[src/rtl/calib_sweep_fsm.sv]
// calib_sweep_fsm: walks every LED address bit, optionally in true and
// complemented polarity. For each pass it loads an LED pattern and hands one
// step to the calibration FSM. Each phase has a watchdog with bounded retries.
// The block also supports abort and a sticky error state.
//
// Ports:
//   clk_in, rst_n_in            clock, async active-low reset
//   start_in, abort_in          user controls
//   led_display_valid_in        pattern for current bit/polarity is shown
//   calib_busy_in               calibration step FSM not idle
//   led_addr_bit_sel_out        address bit under calibration
//   led_polarity_out            0 = bit-set LEDs lit, 1 = complement
//   led_addr_bit_sel_start_out  one-cycle pulse: load new pattern
//   calibration_start_out       step request, held until busy seen
//   calibration_first_out       high from sweep start to first accepted step
//   busy_out, done_out, error_out, state_out  status
module calib_sweep_fsm #(
  parameter int unsigned NUM_LEDS               = 50,
  parameter int unsigned LED_ADDRESS_WIDTH      = $clog2(NUM_LEDS),
  parameter int unsigned LED_ADDR_BIT_SEL_WIDTH =
    (LED_ADDRESS_WIDTH > 1) ? $clog2(LED_ADDRESS_WIDTH) : 1,
  parameter int unsigned COMPLEMENT_PASS        = 1,
  parameter int unsigned TIMEOUT_CYCLES         = 1_000_000,
  parameter int unsigned MAX_RETRIES            = 2
) (
  input  logic                              clk_in,
  input  logic                              rst_n_in,
  input  logic                              start_in,
  input  logic                              abort_in,
  input  logic                              led_display_valid_in,
  input  logic                              calib_busy_in,
  output logic [LED_ADDR_BIT_SEL_WIDTH-1:0] led_addr_bit_sel_out,
  output logic                              led_polarity_out,
  output logic                              led_addr_bit_sel_start_out,
  output logic                              calibration_start_out,
  output logic                              calibration_first_out,
  output logic                              busy_out,
  output logic                              done_out,
  output logic                              error_out,
  output logic [2:0]                        state_out
);

  localparam int unsigned SEL_W = LED_ADDR_BIT_SEL_WIDTH;
  localparam int unsigned TMR_W = (TIMEOUT_CYCLES > 0) ? $clog2(TIMEOUT_CYCLES + 1) : 1;
  localparam int unsigned RTY_W = (MAX_RETRIES > 0) ? $clog2(MAX_RETRIES + 1) : 1;

  localparam logic [SEL_W-1:0] LAST_BIT  = SEL_W'(LED_ADDRESS_WIDTH - 1);
  localparam logic [TMR_W-1:0] TMR_LIMIT = TMR_W'(TIMEOUT_CYCLES);
  localparam logic [RTY_W-1:0] RTY_LIMIT = RTY_W'(MAX_RETRIES);

  typedef enum logic [2:0] {
    ST_DISPLAY  = 3'd0,
    ST_SHOW_LED = 3'd1,
    ST_ARM_STEP = 3'd2,
    ST_RUN_STEP = 3'd3,
    ST_ERROR    = 3'd4
  } state_e;

  state_e             state_q, state_d;
  logic [SEL_W-1:0]   sel_q, sel_d;
  logic               pol_q, pol_d;
  logic [RTY_W-1:0]   rty_q, rty_d;
  logic [TMR_W-1:0]   tmr_q, tmr_d;
  logic               pulse_q, pulse_d;
  logic               cstart_q, cstart_d;
  logic               first_q, first_d;
  logic               busy_q, busy_d;
  logic               done_q, done_d;
  logic               error_q, error_d;

  logic               active_c;
  logic               timeout_c;

  // State and output registers
  always_ff @(posedge clk_in or negedge rst_n_in) begin
    if (!rst_n_in) begin
      state_q  <= ST_DISPLAY;
      sel_q    <= '0;
      pol_q    <= 1'b0;
      rty_q    <= '0;
      tmr_q    <= '0;
      pulse_q  <= 1'b0;
      cstart_q <= 1'b0;
      first_q  <= 1'b0;
      busy_q   <= 1'b0;
      done_q   <= 1'b0;
      error_q  <= 1'b0;
    end else begin
      state_q  <= state_d;
      sel_q    <= sel_d;
      pol_q    <= pol_d;
      rty_q    <= rty_d;
      tmr_q    <= tmr_d;
      pulse_q  <= pulse_d;
      cstart_q <= cstart_d;
      first_q  <= first_d;
      busy_q   <= busy_d;
      done_q   <= done_d;
      error_q  <= error_d;
    end
  end

  assign active_c  = (state_q == ST_SHOW_LED) || (state_q == ST_ARM_STEP) ||
                     (state_q == ST_RUN_STEP);
  assign timeout_c = (TIMEOUT_CYCLES != 0) && (tmr_q == TMR_LIMIT);

  // Next-state and next-output logic; priority abort > timeout > normal
  always_comb begin
    state_d  = state_q;
    sel_d    = sel_q;
    pol_d    = pol_q;
    rty_d    = rty_q;
    cstart_d = cstart_q;
    first_d  = first_q;
    pulse_d  = 1'b0;
    done_d   = 1'b0;
    tmr_d    = tmr_q;

    case (state_q)
      ST_DISPLAY, ST_ERROR: begin
        if (start_in) begin
          state_d  = ST_SHOW_LED;
          sel_d    = '0;
          pol_d    = 1'b0;
          rty_d    = '0;
          first_d  = 1'b1;
          cstart_d = 1'b0;
          pulse_d  = 1'b1;
        end
      end
      ST_SHOW_LED, ST_ARM_STEP, ST_RUN_STEP: begin
        if (abort_in) begin
          state_d  = ST_DISPLAY;
          cstart_d = 1'b0;
          first_d  = 1'b0;
          rty_d    = '0;
        end else if (timeout_c) begin
          cstart_d = 1'b0;
          if (rty_q < RTY_LIMIT) begin
            // Retry the same bit/polarity with a fresh pattern load
            state_d = ST_SHOW_LED;
            rty_d   = rty_q + RTY_W'(1);
            pulse_d = 1'b1;
          end else begin
            state_d = ST_ERROR;
            first_d = 1'b0;
          end
        end else if (state_q == ST_SHOW_LED) begin
          // pulse_q marks the entry cycle, where valid is stale
          if (!pulse_q && led_display_valid_in) begin
            state_d  = ST_ARM_STEP;
            cstart_d = 1'b1;
          end
        end else if (state_q == ST_ARM_STEP) begin
          if (calib_busy_in) begin
            state_d  = ST_RUN_STEP;
            cstart_d = 1'b0;
            first_d  = 1'b0;
          end
        end else if (!calib_busy_in) begin
          rty_d = '0;
          if ((COMPLEMENT_PASS != 0) && !pol_q) begin
            state_d = ST_SHOW_LED;
            pol_d   = 1'b1;
            pulse_d = 1'b1;
          end else if (sel_q == LAST_BIT) begin
            state_d = ST_DISPLAY;
            done_d  = 1'b1;
          end else begin
            state_d = ST_SHOW_LED;
            sel_d   = sel_q + SEL_W'(1);
            pol_d   = 1'b0;
            pulse_d = 1'b1;
          end
        end
      end
      default: begin
        state_d  = ST_DISPLAY;
        cstart_d = 1'b0;
        first_d  = 1'b0;
      end
    endcase

    // Watchdog restarts on every state entry, including retry re-entry
    if ((state_d != state_q) || pulse_d || !active_c) begin
      tmr_d = '0;
    end else if (TIMEOUT_CYCLES != 0) begin
      tmr_d = tmr_q + TMR_W'(1);
    end

    busy_d  = (state_d == ST_SHOW_LED) || (state_d == ST_ARM_STEP) ||
              (state_d == ST_RUN_STEP);
    error_d = (state_d == ST_ERROR);
  end

  assign led_addr_bit_sel_out       = sel_q;
  assign led_polarity_out           = pol_q;
  assign led_addr_bit_sel_start_out = pulse_q;
  assign calibration_start_out      = cstart_q;
  assign calibration_first_out      = first_q;
  assign busy_out                   = busy_q;
  assign done_out                   = done_q;
  assign error_out                  = error_q;
  assign state_out                  = state_q;

endmodule

[config.mk]
export PLATFORM = sky130hd
export DESIGN_NAME = calib_sweep_fsm
export DESIGN_NICKNAME = d
export VERILOG_FILES = /design/src/rtl/calib_sweep_fsm.sv
export SDC_FILE = /design/constraint.sdc
export NUM_CORES = 1
export LEC_CHECK = 0
export BUFFER_PORTS_ARGS = -buffer_cell sky130_fd_sc_hd__buf_2
export CAP_MARGIN = 10
export CELL_PAD_IN_SITES_DETAIL_PLACEMENT = 1
export CELL_PAD_IN_SITES_GLOBAL_PLACEMENT = 1
export CORE_MARGIN = 2
export CORE_UTILIZATION = 48
export DETAILED_ROUTE_END_ITERATION = 8
export GPL_TIMING_DRIVEN = 0
export PLACE_DENSITY_LB_ADDON = 0.1
export SYNTH_ARGS = -nofsm -noshare
export SYNTH_HDL_FRONTEND = slang
export SYNTH_SLANG_ARGS = --single-unit
export TNS_END_PERCENT = 1
[constraint.sdc]
create_clock -name clk_in -period 6.15 [get_ports clk_in]
set_input_delay 0.3075 -clock clk_in [delete_from_list [all_inputs] [get_ports clk_in]]
set_output_delay 0.3075 -clock clk_in [all_outputs]
set_load 0.02 [all_outputs]
======== After elaboration in Yosys (flattened, before gate mapping) ========
Index checks and enable logic that the tools add are counted.
storage, ports and cells
  logic and storage cells ................. 131
  flip-flop bits (word level) ............. 35
  memories kept ........................... 0
  memory bits (read-only) ................. 0
  RAM bits ................................ 0
  latch bits .............................. 0
  input bits .............................. 6
operators by class
  bitwise operators ....................... 0
  add/subtract/negate cells ............... 3
  reduce and logical (&&, ||, !) cells .... 18
  multiplexer cells ....................... 69
  divide/modulo/power cells ............... 0
  multiply operators ...................... 0
  equal/unequal tests ..................... 29
  $lt $le $gt $ge ......................... 1
  shift operators ......................... 0
operator list
  cell                                           number
  two-way mux 3 bit                              17
  two-way mux 1 bit                              37
  inequality test 4 bit, second input constant   7
  adder 20 x 1 -> 20 bit, second input constant  1
  == test 20 bit, second input constant          1
  two-way mux 20 bit                             1
  inequality test 2 bit, second input constant   8
  inequality test 5 bit, second input constant   3
  two-way mux 2 bit                              7
  == test 3 x 2 -> 1 bit, second input constant  4
  case mux 3 bit (2 select lines)                2
  == test 3 bit, second input constant           3
  AND reduction 9 bit                            1
  case mux 1 bit (2 select lines)                4
  AND reduction 7 bit                            1
  == test 3 x 1 -> 1 bit, second input constant  2
  logical OR 1 bit                               6
  AND reduction 6 bit                            1
  AND reduction 5 bit                            1
  case mux 2 bit (2 select lines)                1
  AND reduction 4 bit                            1
  adder 3 x 1 -> 3 bit, second input constant    1
  logical NOT 3 bit                              1
  inequality test 3 bit                          1
  7 further kinds                                8

======== Logic depth before layout (Yosys ltp) ========
Gate-level depths: netlist of run 1.
  depth in word-level cells ............... 13
  mapped depth ............................ 10

======== Worst setup path after synthesis of run 1 ========
Ideal clock, no wire load.
  kind .................................... flip-flop to flip-flop
  start ................................... register tmr_q[0]
  end ..................................... register sel_q[0], in the netlist led_addr_bit_sel_out[0]
  clock period less this slack ............ 1.954 ns
  arrival ................................. 1.822 ns
  stages on the path, launching flop included .. 10
  path slack .............................. 4.196 ns
  cells stage by stage .................... dfrtp_1 > inv_1 > ha_1 > nor4b_2 > and3_1 > and3b_2 > nor4_1 > nor3_1 > nor2_1 > mux2i_1
on the way
  word-level cells in the longest chain between the ends .. 3
ends and longest elaborated chain
  what                             line  RTL
  start: declaration               63    logic [TMR_W-1:0] tmr_q, tmr_d;
  start signal: assignment         93    tmr_q <= tmr_d;
  == test 20 bit                   105   assign timeout_c = (TIMEOUT_CYCLES != 0) && (tmr_q == TMR_LIMIT);
  inequality test 2 bit (no line)  -
  AND reduction 9 bit (no line)    -
  end signal: assignment           90    sel_q <= sel_d;
  end: declaration                 60    logic [SEL_W-1:0] sel_q, sel_d;
Every way passes these cells.
A chain may end at the register's enable or synchronous reset.

======== Final worst setup path of run 1 ========
  start ................................... register tmr_q[0]
  end ..................................... register sel_q[2], in the netlist led_addr_bit_sel_out[2]
Same word-level chain as after synthesis.

==> metrics.md, run 1 <==
| Metric | Value |
|---|---|
| Cell internal pwr | `422 uW` |
| Initial antenna violation count | `0` |
| Signed area change from the synthesized netlist to the final layout | `13.4%` |
| Type of the setup path with the least slack | `reg2reg` |
| Setup slack at placement | `3.93 ns` |
| Net Sw Power | `241 uW` |
| Half-perimeter wire length after placement | `3.39 mm` |
| Routed Antenna Nets | `0` |
| Row count | `22` |
| Commonest non-fill, non-tap cell in the layout | `sky130_fd_sc_hd__nor2_1` |
| Biggest fanout along the worst timing path | `6` |
| Count of routing violations after the opening detailed-route iteration | `103` |
| Final critical delay including setup and external delays | `2.32 ns` |
| Final setup vio count | `0` |
| Most Crowded Layer GR | `met2` |
| Final worst hold slack | `0.0991 ns` |
| Kind of end point of the critical path | `flip-flop` |
| Commonest cells after routing, fill and taps aside | `44 x sky130_fd_sc_hd__nor2_1, 35 x sky130_fd_sc_hd__dfrtp_1, 21 x sky130_fd_sc_hd__nand2_1` |
| WP data arrival | `2.49 ns` |
| Clock sink total | `35` |
| Sum of negative setup slack | `0 ns` |
| Total via count in the routed design | `1637` |
| Flop pwr share | `40.9%` |
| Fraction of layout instances using a drive strength above 1 | `16.8%` |
| Core ar. | `0.00374 sq mm` |
| Warnings, synthesis | `0` |
| CTS tree | `yes` |
| Die boundary height | `66.9 microns` |
| Met3 Resource Use GR | `5.57%` |
| Number of slew-limit violations in the final report | `0` |
| Slew @ Worst Pin | `0.795 ns` |
| Remaining design rule violation count | `0` |
| Post-CTS Setup Inserts | `0` |
| Root Buffer | `sky130_fd_sc_hd__clkbuf_8` |
| Number of buffers between clock root and the deepest sink | `2` |
| Via count of the first global-routing pass | `1717` |
| 1st-pass router iterations | `4` |
| Crit Reg-Reg Startpoint | `tmr_q[0]` |
| Top-level I/O count | `19` |
| CP required | `6.33 ns` |
| Post-cts gate resize count | `0` |
| Post-synthesis cell type with the largest combined area | `sky130_fd_sc_hd__dfrtp_1` |
| Clock share of power | `28.4%` |
| Number of diodes added for antenna fixing | `0` |
| Post-layout worst setup margin | `3.83 ns` |
| Unrepaired setup endpoints after global routing | `no` |
| Final Hold Fails | `0` |
| Fraction of synthesis flops using an asynchronous set or reset pin | `100%` |
| Combinational cell fraction of total power | `30.7%` |
| Number of flip-flops and latches in the synthesized netlist | `35` |
| Worst slew margin relative to its limit | `47.0%` |
| Effective utilization at floorplan | `50.7%` |
| F_max | `431 MHz` |
| CTS Hold Bufs | `0` |
| Syn Inst Count | `212` |
| Global-route wire length before repair | `8.42 mm` |
| Synth area leaders | `sky130_fd_sc_hd__dfrtp_1 46%, sky130_fd_sc_hd__nor2_1 8.7%, sky130_fd_sc_hd__xnor2_1 5.5%, sky130_fd_sc_hd__nand2_1 4.2%, sky130_fd_sc_hd__xor2_1 3.7%` |
| Worst min path class | `in2async` |
| Average wire per standard cell | `17.5 microns` |
| Power density of the placed cells | `308 mW/mm^2` |
| Critical R2R Capture | `led_addr_bit_sel_out[2]` |
| All-layer global routing usage | `25.8%` |
| Static Leakage | `0.953 nW` |
| Total CTS buffers | `5` |
| Post-Syn Nets | `222` |
| Weighted congestion reported at the end of routability-driven placement | `0.912` |
| Average footprint of a synthesized cell | `8.95 sq um` |
| Netlist cell types | `42` |
| Outcome | `completed` |
| Full die area | `0.00447 sq mm` |
| M2 GR Usage | `41.8%` |
| Sequential area share after synthesis | `46.2%` |
| Primary flip-flop cell chosen by synthesis mapping | `sky130_fd_sc_hd__dfrtp_1` |
| Sw Share | `36.4%` |
| Source-to-sink clock delay at the later pin of the worst-skew pair | `0.29 ns` |
| Summed instance area of the synthesized netlist | `0.00190 sq mm` |
| MaxCap Viol Count | `0` |
| Clock H-tree levels | `2` |
| Die extent in x | `66.9 microns` |
| Post-layout util | `57.5%` |
| Largest net degree at the start of global routing | `36` |
| GR Util met1 | `33.2%` |
| Top cell type's share of synthesized area | `46.2%` |
| Grt ovf | `0` |
| Final Cycle Share | `37.7%` |
| DR vias/cell | `5.72` |
| Slack of the worst reg-to-reg path | `3.83 ns` |
| Count of flip-flops with a built-in enable after synthesis | `0` |
| Net count, final | `247` |
| Startpoint Class | `flip-flop` |
| Final Skew | `0.00397 ns` |
| Length in cells of the worst reg-to-reg path | `9` |
| Total wirelength of the detailed-routed design | `5.02 mm` |
| CTS clk-pin slew, worst paths | `0.07 ns` |
| I/O Buffers | `18` |
| Max IR drop VDD | `184 uV` |
[cell families after synthesis]
family                     Yosys count  synth area share [%]
DFF                                 35                  46.2
buffers and inverters               15                  3.76
xor gates and xnor gates            20                  9.23
AOI/OAI and AO/OA                   28                  9.37
muxes                                1                 0.528
and+or+nand+nor                    109                  28.3
adders and majority gates            4                  2.64
[stage by stage]
step | std cells | power [mW] | cell area (sq um)
final | 286 | 0.663 | 2150
after global routing | 286 | 0.700 | 2150
after CTS | 286 | 0.664 | 2150
after detailed placement | 278 | 0.475 | 2050
after global placement | 278 | 0.465 | 2050
after floorplan | 212 | 0.412 | 1900
[layer usage]
metal / routed length, microns / up-vias
met5: 0 / -
met4: 120 / 0
met3: 211 / 12
met2: 2390 / 39
met1: 2290 / 821
li1: - / 765
[worst max-delay path by stage]
stage | from | to | slack (ns) | cells past startpoint
floorplan | tmr_q[0] | led_addr_bit_sel_out[0] | 4.20 | 9
global placement | tmr_q[0] | led_addr_bit_sel_out[0] | 4.02 | 9
detailed placement | tmr_q[0] | led_addr_bit_sel_out[0] | 3.93 | 9
CTS | tmr_q[0] | led_addr_bit_sel_out[2] | 3.81 | 9
global route | tmr_q[0] | led_addr_bit_sel_out[2] | 3.66 | 9
finish | tmr_q[0] | led_addr_bit_sel_out[2] | 3.83 | 9
[critical path, stage by stage, from the launching register on]
cell                       delay [ns]
sky130_fd_sc_hd__dfrtp_1         0.42
sky130_fd_sc_hd__inv_1           0.06
sky130_fd_sc_hd__ha_1            0.19
sky130_fd_sc_hd__nor4b_2         0.16
sky130_fd_sc_hd__and3_1          0.18
sky130_fd_sc_hd__and3b_2         0.25
sky130_fd_sc_hd__nor4_1          0.46
sky130_fd_sc_hd__o311ai_1        0.20
sky130_fd_sc_hd__xor2_1          0.21
sky130_fd_sc_hd__nor2_1          0.07
[state kept, by name, summed over array words and instances (netlist names)]
signal,cells
busy_out,1
state_out,3
calibration_first_out,1
calibration_start_out,1
done_out,1
led_polarity_out,1
led_addr_bit_sel_start_out,1
tmr_q,20
led_addr_bit_sel_out,3
error_out,1
rty_q,2
[layout make-up]
type / count / area [sq um]
Buffer: 5 / 33.8
Clock buffer: 7 / 96.3
Clock inverter: 1 / 7.51
Fill cell: 458 / 1590
Inverter: 10 / 37.5
Multi-Input combinational cell: 162 / 950
Sequential cell: 35 / 876
Tap cell: 48 / 60.1
Timing Repair Buffer: 18 / 90.1
[synth_stat cells, drive strengths merged (2+ instances only)]
cell type and instances:
nand3 10, clkbuf 3, o21ai 11, a31oi 4, xnor2 12, and4 2, ha 4, xor2 8
and3 4, a21oi 6, or2 2, nor2b 2, nor2 45, or3 2, nand2 22, nor3 6
nor4 4, a22o 2, dfrtp 35, buf 2, inv 10
[power groups by stage]
stage | clock, mW | sequential (mW) | combinational (mW)
finish | 0.188 | 0.271 | 0.203
global route | 0.201 | 0.275 | 0.224
CTS | 0.190 | 0.271 | 0.203
detailed placement | 0 | 0.276 | 0.199
global placement | 0 | 0.273 | 0.192
floorplan | 0 | 0.294 | 0.118
(Power assumes the default switching activity.)
==> run 2, diff against run 1 <==
--- a/config.mk
+++ b/config.mk
@@ -10,7 +10,7 @@
 export CELL_PAD_IN_SITES_DETAIL_PLACEMENT = 1
 export CELL_PAD_IN_SITES_GLOBAL_PLACEMENT = 1
 export CORE_MARGIN = 2
-export CORE_UTILIZATION = 48
+export CORE_UTILIZATION = 44
 export DETAILED_ROUTE_END_ITERATION = 8
 export GPL_TIMING_DRIVEN = 0
 export PLACE_DENSITY_LB_ADDON = 0.1
==> constraint.sdc (replaced) <==
create_clock -name clk_in -period 2.28 [get_ports clk_in]
set_input_delay 0.114 -clock clk_in [delete_from_list [all_inputs] [get_ports clk_in]]
set_output_delay 0.114 -clock clk_in [all_outputs]
set_load 0.02 [all_outputs]
==> run 2 against run 1 <==
Maximum frequency increased by 9.5%. Critical path type unchanged. Register-to-register slack got worse by 3.7 ns. Combinational power increased to 2.7 times the previous value. Wire length decreased by 4.7%. Sequential share of layout area decreased by 0.47 points. Non-clock buffer count increased by 1. Die area increased by 8.5%. Setup slack got worse by 3.7 ns. Critical path depth decreased by 1. Flip-flop and latch count unchanged. Total power increased to 2.6 times the previous value. Global-route usage decreased by 5.2 points.
==> metrics.md, run 2 (synthesized netlist as in run 1, its figures left out) <==
| Metric | Value |
|---|---|
| Number of diodes added for antenna fixing | `0 (unchanged)` |
| Post-layout util | `53.2% (was 57.5%)` |
| Final Hold Fails | `0 (unchanged)` |
| Placed standard-cell area | `0.00205 sq mm (about the same)` |
| Global-route wire length before repair | `7.97 mm (was 8.42 mm)` |
| Core ar. | `0.00409 sq mm (was 0.00374 sq mm)` |
| Final Cell Area | `0.00218 sq mm (was 0.00215 sq mm)` |
| Signed area change from the synthesized netlist to the final layout | `14.7% (was 13.4%)` |
| Total of fill cells in the finished design | `495 (was 458)` |
| Clock sink total | `35 (unchanged)` |
| Full die area | `0.00485 sq mm (was 0.00447 sq mm)` |
| Remaining design rule violation count | `0 (unchanged)` |
| Grt ovf | `0 (unchanged)` |
| Die extent in x | `69.7 microns (was 66.9 microns)` |
| CTS tree | `yes (unchanged)` |
| Total wirelength of the detailed-routed design | `4.78 mm (was 5.02 mm)` |
| F_max | `472 MHz (was 431 MHz)` |
| Post-CTS Setup Inserts | `0 (unchanged)` |
| Power density of the placed cells | `799 mW/mm^2 (was 308 mW/mm^2)` |
| Half-perimeter wire length after placement | `3.38 mm (was 3.39 mm)` |
| CP required | `2.45 ns (was 6.33 ns)` |
| Number of flip-flops in the largest register | `20 (unchanged)` |
| Row count | `23 (was 22)` |
| Die boundary height | `69.7 microns (was 66.9 microns)` |
| Clock H-tree levels | `2 (unchanged)` |
| Register with the most flip-flops | `tmr_q (unchanged)` |
| Commonest cells after routing, fill and taps aside | `44 x sky130_fd_sc_hd__nor2_1, 35 x sky130_fd_sc_hd__dfrtp_1, 21 x sky130_fd_sc_hd__nand2_1 (unchanged)` |
| Commonest non-fill, non-tap cell in the layout | `sky130_fd_sc_hd__nor2_1 (unchanged)` |
| WP data arrival | `2.29 ns (was 2.49 ns)` |
| Max IR drop VDD | `474 uV (was 184 uV)` |
| Number of slew-limit violations in the final report | `0 (unchanged)` |
| Startpoint Class | `flip-flop (unchanged)` |
| CTS clk-pin slew, worst paths | `0.07 ns (about the same)` |
| Fraction of layout instances using a drive strength above 1 | `17.6% (was 16.8%)` |
| MaxCap Viol Count | `0 (unchanged)` |
| Type of the setup path with the least slack | `reg2reg (unchanged)` |
| Final Skew | `0.00355 ns (was 0.00397 ns)` |
| Source-to-sink clock delay at the later pin of the worst-skew pair | `0.28 ns (was 0.29 ns)` |
| 1st-pass router iterations | `4 (unchanged)` |
| Top-level I/O count | `19 (unchanged)` |
| Area taken by flip-flops and latches | `876 sq um (unchanged)` |
| Net count, final | `248 (was 247)` |
| Root Buffer | `sky130_fd_sc_hd__clkbuf_8 (unchanged)` |
| Worst min path class | `in2reg (was in2async)` |
| Weighted congestion reported at the end of routability-driven placement | `0.837 (was 0.912)` |
| Final critical delay including setup and external delays | `2.12 ns (was 2.32 ns)` |
| Routed Antenna Nets | `0 (unchanged)` |
| Combined area of the multi-input logic cells | `978 sq um (was 950 sq um)` |
| DR vias/cell | `5.64 (was 5.72)` |
| Final setup vio count | `0 (unchanged)` |
| Kind of end point of the critical path | `flip-flop (unchanged)` |
| Post-layout worst setup margin | `0.163 ns (was 3.83 ns)` |
| Final Cycle Share | `92.9% (was 37.7%)` |
| Sum of negative setup slack | `0 ns (unchanged)` |
| Effective utilization at floorplan | `46.4% (was 50.7%)` |
| Total power | `1.74 mW (was 663 uW)` |
| Total via count in the routed design | `1623 (was 1637)` |
| Largest net degree at the start of global routing | `36 (unchanged)` |
| Via count of the first global-routing pass | `1714 (was 1717)` |
| All-layer global routing usage | `20.6% (was 25.8%)` |
| Setup slack at placement | `0.0740 ns (was 3.93 ns)` |
| Outcome | `completed (unchanged)` |
| I/O Buffers | `18 (unchanged)` |
| Average wire per standard cell | `16.6 microns (was 17.5 microns)` |
| Total CTS buffers | `5 (unchanged)` |
| Initial antenna violation count | `0 (unchanged)` |
| Unrepaired setup endpoints after global routing | `no (unchanged)` |
| Slew @ Worst Pin | `0.795 ns (about the same)` |
| Count of routing violations after the opening detailed-route iteration | `97 (was 103)` |
| Biggest fanout along the worst timing path | `10 (was 6)` |
| Number of buffers between clock root and the deepest sink | `2 (unchanged)` |
| Static Leakage | `0.969 nW (was 0.953 nW)` |
| Worst slew margin relative to its limit | `47.0% (about the same)` |
-- run 2: stage by stage --
| stage | cells | hold WS (ns) |
|---|---|---|
| floorplan | 212 | -0.182 |
| global placement | 280 | 0.227 |
| detailed placement | 280 | 0.241 |
| CTS | 288 | 0.180 |
| global route | 288 | 0.202 |
| finish | 288 | 0.212 |
-- run 2: worst paths after layout --
check | from | to | slack [ns] | cells past startpoint
max in group asynchronous | rst_n_in | rty_q[1] | 1.30 | 2
max reg2reg | tmr_q[12] | tmr_q[7] | 0.16 | 8
min reg2reg | calibration_first_out | calibration_first_out | 0.51 | 2
min in group asynchronous | rst_n_in | calibration_start_out | 0.47 | 2
min | start_in | state_out[0] | 0.21 | 3
max | tmr_q[12] | tmr_q[7] | 0.16 | 8
-- run 2: worst max-delay path, cell delays in order (launching register included) --
cell,delay (ns)
sky130_fd_sc_hd__dfrtp_1,0.45
sky130_fd_sc_hd__nor4_2,0.37
sky130_fd_sc_hd__and3_1,0.21
sky130_fd_sc_hd__and3b_2,0.27
sky130_fd_sc_hd__a21oi_4,0.09
sky130_fd_sc_hd__and3_1,0.21
sky130_fd_sc_hd__o21ai_2,0.17
sky130_fd_sc_hd__buf_6,0.17
sky130_fd_sc_hd__nor2_1,0.06
-- run 2: final cells by class --
type                    instances  area share [%]
multi-input cells             162            45.0
flip-flops and latches         35            40.3
repair buffers                 19            4.60
clock buffers                   6            3.80
well taps                      50            2.88
inverters                      10            1.73
plain buffers                   5            1.55
clock inverters                 1           0.230
-- run 2: timing repair --
item / CTS / global route
hold buffers: 1 / 0
resized for setup: 0 / 6
hold endpoints to repair: 35 / 0
setup endpoints to repair: 0 / 24
-- run 2: routing by layer --
layer,wire (microns),GRT usage (%)
met2,2310,33.9
met1,2220,26.5
met5,0,0
met4,77,7.48
met3,171,4.94
-- run 2: power breakdown --
group | internal [mW] | switching [mW] | total, mW
Clock | 0.237 | 0.210 | 0.447
Combinational | 0.197 | 0.361 | 0.558
Sequential | 0.677 | 0.0572 | 0.735
